<file path="src/rtl/agc_uplink_pkg.sv">
// Shared types and constants for the AGC ground uplink transmitter.
package agc_uplink_pkg;

    localparam int UPLINK_DATA_BITS = 15;

    typedef enum logic [1:0] {
        IDLE  = 2'd0,
        PULSE = 2'd1,
        SPACE = 2'd2,
        GAP   = 2'd3
    } uplink_state_t;

    // DSKY keycodes as the AGC keyboard decoder expects them
    localparam logic [4:0] KEY_0 = 5'b10000;
    localparam logic [4:0] VERB  = 5'b10001;
    localparam logic [4:0] NOUN  = 5'b11111;
    localparam logic [4:0] ENTR  = 5'b11100;

    // Keycode triple: the AGC checks k, ~k, k to reject corrupted uplink keys
    function automatic logic [UPLINK_DATA_BITS-1:0] make_key_word(input logic [4:0] k);
        return {k, ~k, k};
    endfunction

endpackage

</file>
<file path="src/rtl/agc_uplink_timer.sv">
// Loadable down-counter with terminal-count flag; times pulse, space and gap.
module agc_uplink_timer #(
    parameter int W = 16
) (
    input  logic         i_clk,
    input  logic         i_rst_n,
    input  logic         i_load,
    input  logic [W-1:0] i_load_val,
    output logic         o_tc
);

    logic [W-1:0] r_cnt;

    // Load wins; otherwise count down and park at zero
    always_ff @(posedge i_clk or negedge i_rst_n) begin
        if (!i_rst_n) begin
            r_cnt <= '0;
        end else if (i_load) begin
            r_cnt <= i_load_val;
        end else if (r_cnt != '0) begin
            r_cnt <= r_cnt - 1'b1;
        end
    end

    assign o_tc = (r_cnt == '0);

endmodule

</file>
<file path="src/rtl/agc_uplink_tx.sv">
// Ground-side uplink transmitter: serialises keycode triples or raw words
// MSB-first as UPL1/UPL0 pulses paced for the AGC INLINK counter.
module agc_uplink_tx
    import agc_uplink_pkg::*;
#(
    parameter int BIT_PERIOD  = 8000,
    parameter int PULSE_WIDTH = 50,
    parameter int WORD_GAP    = 40000,
    parameter int LEAD_ONE    = 1
) (
    input  logic        SIM_CLK,
    input  logic        SIM_RST_n,
    input  logic        word_valid,
    output logic        word_ready,
    input  logic        raw_mode,
    input  logic [4:0]  key_code,
    input  logic [14:0] raw_word,
    input  logic        BLKUPL_n,
    output logic        UPL0,
    output logic        UPL1,
    output logic        busy,
    output logic [7:0]  words_sent
);

    localparam int TMAX  = (BIT_PERIOD > WORD_GAP) ? BIT_PERIOD : WORD_GAP;
    localparam int TW    = $clog2(TMAX + 1);
    localparam int NBITS = (LEAD_ONE != 0) ? UPLINK_DATA_BITS + 1 : UPLINK_DATA_BITS;
    localparam logic   LEAD     = (LEAD_ONE != 0);
    localparam logic [TW-1:0] PULSE_LD = TW'(PULSE_WIDTH - 1);
    localparam logic [TW-1:0] SPACE_LD = TW'(BIT_PERIOD - PULSE_WIDTH - 1);
    localparam logic [TW-1:0] GAP_LD   = TW'((WORD_GAP > 0) ? WORD_GAP - 1 : 0);

    uplink_state_t r_state;
    logic [14:0]   r_shreg;      // bits still to send after the one on the wire
    logic [4:0]    r_bitcnt;     // pulses remaining including the current one
    logic          r_upl0;
    logic          r_upl1;
    logic          r_ready;
    logic [7:0]    r_words;

    logic          w_xfer;
    logic [14:0]   w_word;
    logic          w_first;
    logic          w_load;
    logic [TW-1:0] w_load_val;
    logic          w_tc;

    assign w_xfer  = word_valid & r_ready;
    assign w_word  = raw_mode ? raw_word : make_key_word(key_code);
    assign w_first = LEAD ? 1'b1 : w_word[14];

    // Reload the shared timer on every phase entry
    always_comb begin
        w_load     = 1'b0;
        w_load_val = PULSE_LD;
        case (r_state)
            IDLE: begin
                if (w_xfer) begin
                    w_load     = 1'b1;
                    w_load_val = PULSE_LD;
                end
            end
            PULSE: begin
                if (w_tc) begin
                    w_load     = 1'b1;
                    w_load_val = SPACE_LD;
                end
            end
            SPACE: begin
                if (w_tc) begin
                    w_load     = 1'b1;
                    w_load_val = (r_bitcnt == 5'd1) ? GAP_LD : PULSE_LD;
                end
            end
            default: ;
        endcase
    end

    agc_uplink_timer #(.W(TW)) u_timer (
        .i_clk      (SIM_CLK),
        .i_rst_n    (SIM_RST_n),
        .i_load     (w_load),
        .i_load_val (w_load_val),
        .o_tc       (w_tc)
    );

    // Word sequencer with registered pulse, ready and count outputs.
    // The first bit (lead-one or data MSB) is driven straight from the load,
    // so the shift register only holds the bits that follow it.
    always_ff @(posedge SIM_CLK or negedge SIM_RST_n) begin
        if (!SIM_RST_n) begin
            r_state  <= IDLE;
            r_shreg  <= '0;
            r_bitcnt <= '0;
            r_upl0   <= 1'b0;
            r_upl1   <= 1'b0;
            r_ready  <= 1'b0;
            r_words  <= '0;
        end else begin
            // Blocking only takes effect at a word boundary: ready is never
            // raised outside IDLE, so an active word always finishes intact
            r_ready <= (r_state == IDLE) && BLKUPL_n && !w_xfer;
            case (r_state)
                IDLE: begin
                    if (w_xfer) begin
                        r_shreg  <= LEAD ? w_word : {w_word[13:0], 1'b0};
                        r_bitcnt <= 5'(NBITS);
                        r_upl1   <= w_first;
                        r_upl0   <= ~w_first;
                        r_state  <= PULSE;
                    end
                end
                PULSE: begin
                    if (w_tc) begin
                        r_upl0  <= 1'b0;
                        r_upl1  <= 1'b0;
                        r_state <= SPACE;
                    end
                end
                SPACE: begin
                    if (w_tc) begin
                        r_shreg  <= r_shreg << 1;
                        r_bitcnt <= r_bitcnt - 5'd1;
                        if (r_bitcnt != 5'd1) begin
                            r_upl1  <= r_shreg[14];
                            r_upl0  <= ~r_shreg[14];
                            r_state <= PULSE;
                        end else begin
                            r_words <= r_words + 8'd1;
                            r_state <= GAP;
                        end
                    end
                end
                GAP: begin
                    if (w_tc) begin
                        r_state <= IDLE;
                    end
                end
                default: r_state <= IDLE;
            endcase
        end
    end

    assign UPL0       = r_upl0;
    assign UPL1       = r_upl1;
    assign word_ready = r_ready;
    assign busy       = (r_state != IDLE);
    assign words_sent = r_words;

endmodule
</file>
<file path="config.mk">
export PLATFORM = sky130hd
export DESIGN_NAME = agc_uplink_tx
export DESIGN_NICKNAME = d
export VERILOG_FILES = /design/src/rtl/agc_uplink_pkg.sv /design/src/rtl/agc_uplink_timer.sv /design/src/rtl/agc_uplink_tx.sv
export SDC_FILE = /design/constraint.sdc
export NUM_CORES = 1
export LEC_CHECK = 0
export CORE_UTILIZATION = 45
export CTS_CLUSTER_SIZE = 16
export DETAILED_ROUTE_END_ITERATION = 10
export GPL_TIMING_DRIVEN = 0
export PLACE_DENSITY = 0.79
export SYNTH_ARGS = -nofsm -noshare
export SYNTH_HDL_FRONTEND = slang
export SYNTH_SLANG_ARGS = --single-unit
</file>
<file path="constraint.sdc">
create_clock -name SIM_CLK -period 2.75 [get_ports SIM_CLK]
set_clock_uncertainty 0.1 [all_clocks]
set_input_delay 0.6875 -clock SIM_CLK [delete_from_list [all_inputs] [get_ports SIM_CLK]]
set_output_delay 0.6875 -clock SIM_CLK [all_outputs]
set_load 0.05 [all_outputs]
</file>
==> results.cfg <==
[setup_path]
required_ns = 1.96
critPathLaunch = r_state[0]
reg2reg_slack_ns = 0.20
crit_chain = inv_1, ha_1, inv_1, dlygate4sd2_1
startpoint_type = flop
crit_type = flop to output port
critPathMaxStageDelay_ns = 0.53
r2r_start = u_timer.r_cnt[8]
cp-end-kind = output port
cp_slowest_cell = dlygate4sd2_1
cp_common_cell = inv_1
r2r_cells = 5
cp_num_buf_inv = 3
r2r-end = r_shreg[3]
arrival_ns = 1.77
critPathTopFamily = buffers and inverters
cp_max_fo = 10

[floorplanning]
die_area_um2 = 6884
io_pins = 37
initial_core_util_pct = 46.46
core.rowCount = 29
die_h_um = 82.97
core_region_area_um2 = 6350
die_x_um = 82.97

[layout]
n_antenna_cell = 0
design_area_um2 = 3503
multi_input_area_um2 = 1613
ff_latch_area_um2 = 1226
utilization_pct = 55.17
layout-drive-gt1-share_pct = 6.557
fillCellCount = 583
area_growth_syn_to_layout_pct = 18.74
final_nets = 402
fin_cells = 443

[synthesis]
synth_cells = 323
syn_area_um2 = 2950
synth-edff-count = 0
ys_seq_elements = 49
synth-seq-area-share_pct = 41.56
syn_nets = 358
yosysTopAreaCell = dfrtp_1
synth_most_common_cell = dfrtp_1
post_synth.cell_area_avg_um2 = 9.134
synthFlopType = dfrtp_1
synth_top_area_share_pct = 41.56
yosysWarnings = 0
synth_area_leaders = dfrtp_1 42%, ha_1 4.2%, nor2_1 4.2%
async_reset_ff_share_pct = 100.0
yosys-top-cells-count = 49 x dfrtp_1, 33 x nor2_1, 26 x nand2_1
synth_cell_types = 53

[flow_run]
maxCapViolations = 0

[power]
power.density_nw_per_um2 = 337.5
combPwrFrac_pct = 5.7
clock_power_share_pct = 33.4
p_leak_nw = 1.351
p_switching_uw = 258.3
ir_drop_v = 0.0002083
intPower_uw = 924.0
switching_share_pct = 21.85
seqPwrFrac_pct = 60.9

[grt]
grt_pass1_vias = 2597
grt_use_met3_pct = 3.380
grt_overflow = 0
busiest_layer = met2
gr-usage-met1_pct = 28.70
antenna_found_initial = 0
grt_util_all_layers_pct = 21.73
met2_usage_pct = 36.29
grt_max_degree = 35
grt_pass1_wl_mm = 12.15

[sta]
drv_slew = 0
rsz0062_at_grt = no
fmax_mhz = 390.5
tightestPinTransition_ns = 0.6898
slew_headroom_pct = 53.82
setup-violations-final = 0
post-route-min-period_ns = 2.561
period_share_pct = 93.13
fin_tns_setup_ns = 0
hold_viol = 0

[clock_network]
htreeDepth = 2
cts_hold_buffers = 0
numCtsBuffers = 5
cts.sinks = 49
clock_path_buffers = 2
clkTransAtPathRegs_ns = 0.08
clk_latency_ns = 0.30
cts_root_buffer = clkbuf_8
cts_tree = built

[detailed_routing]
drtIter0Drc = 191
drc = 0
wire_per_inst_um = 16.10
routed_via_density = 6.077
wirelength_mm = 7.132
drt_pass1_iterations = 4
drt.antenna.violating_nets = 0
vias = 2692

[placed_design]
io_buffers = 35
place_congestion = 0.8295
hpwlAfterDp_mm = 5.247
placed_area_um2 = 3412
dp.cells = 436

[status]
status = complete, no violations

[hold_path]
holdCritPathClass = input port to async pin
## placed cells by master (no fill, tap or decap), types with 3 or more instances in the layout
cell type / synthesis / layout
mux2i_1: 4 / 4
nand4b_1: 4 / 4
xnor2_1: 11 / 11
dfrtp_1: 49 / 49
a21oi_1: 17 / 17
nand4_1: 11 / 11
xor2_1: 6 / 6
clkbuf_8: 0 / 5
clkbuf_1: 16 / 14
o22ai_1: 8 / 8
or3_1: 3 / 3
o2bb2ai_1: 8 / 8
a221oi_1: 13 / 13
nor4_1: 7 / 7
inv_1: 11 / 11
nor2_1: 33 / 33
nor3_1: 8 / 8
and2_1: 3 / 3
clkdlybuf4s50_1: 0 / 33
and3_1: 4 / 4
nand2_1: 26 / 26
nand3_1: 10 / 10
o211ai_1: 3 / 3
ha_1: 10 / 10
o21ai_0: 23 / 23
## layer usage
layer / vias up / share of wire (%)
met5: - / 0
met4: 0 / 1.2
met3: 7 / 5.6
met2: 96 / 49
met1: 1303 / 44
li1: 1286 / -
## repair_timing
item / CTS / global route
resized for setup: 1 / 3
setup endpoints to repair: 1 / 11
setup buffers: 0 / 2
## through the flow
step                      total power [mW]  setup slack (ns)  hold WS, ns
after global routing                 1.220          0.004387       0.2210
after detailed placement            0.8034            0.1566       0.3669
after global placement              0.7994           -0.4864       0.3622
final                                1.182            0.1891       0.1949
after CTS                            1.194           0.09083       0.2027
after floorplan                     0.7484            0.5450       0.2919
## registers in the layout, summed over array words and instances, names as in the netlist
| register | flops |
|---|---|
| r_state | 2 |
| words_sent | 8 |
| r_shreg | 15 |
| UPL1 | 1 |
| r_bitcnt | 5 |
| UPL0 | 1 |
| u_timer.r_cnt | 16 |
| word_ready | 1 |
## power groups by stage
stage / clock (mW) / sequential, mW / combinational, mW
final: 0.395 / 0.720 / 0.0675
after global routing: 0.425 / 0.720 / 0.0751
after CTS: 0.405 / 0.720 / 0.0692
after detailed placement: 0 / 0.734 / 0.0692
after global placement: 0 / 0.734 / 0.0651
after floorplan: 0 / 0.734 / 0.0140
## cell families after synthesis
logic type / synth area share [%]
AOI/OAI and AO/OA: 19.93
xor gates and xnor gates: 5.047
adders and majority gates: 4.241
buffers and inverters: 3.986
DFF: 41.56
muxes: 1.739
and+or+nand+nor: 23.50
## layout make-up
| type | count | area share, % |
|---|---|---|
| clock inverter | 1 | 0.1429 |
| buffer | 17 | 2.107 |
| timing repair buffer | 38 | 10.82 |
| inverter | 11 | 1.179 |
| multi-input combinational | 245 | 46.04 |
| tap | 77 | 2.750 |
| sequential | 49 | 35.00 |
| clock buffer | 5 | 1.964 |
## how the worst max path moves through the flow
stage,end,slack (ns),cells after the start
finish,busy,0.19,4
detailed placement,busy,0.16,5
CTS,busy,0.09,5
floorplan,r_shreg[11],0.55,8
global placement,r_shreg[3],-0.49,1
global route,r_shreg[11],0.004,5
Note: power is estimated with default switching activity, not from simulation.
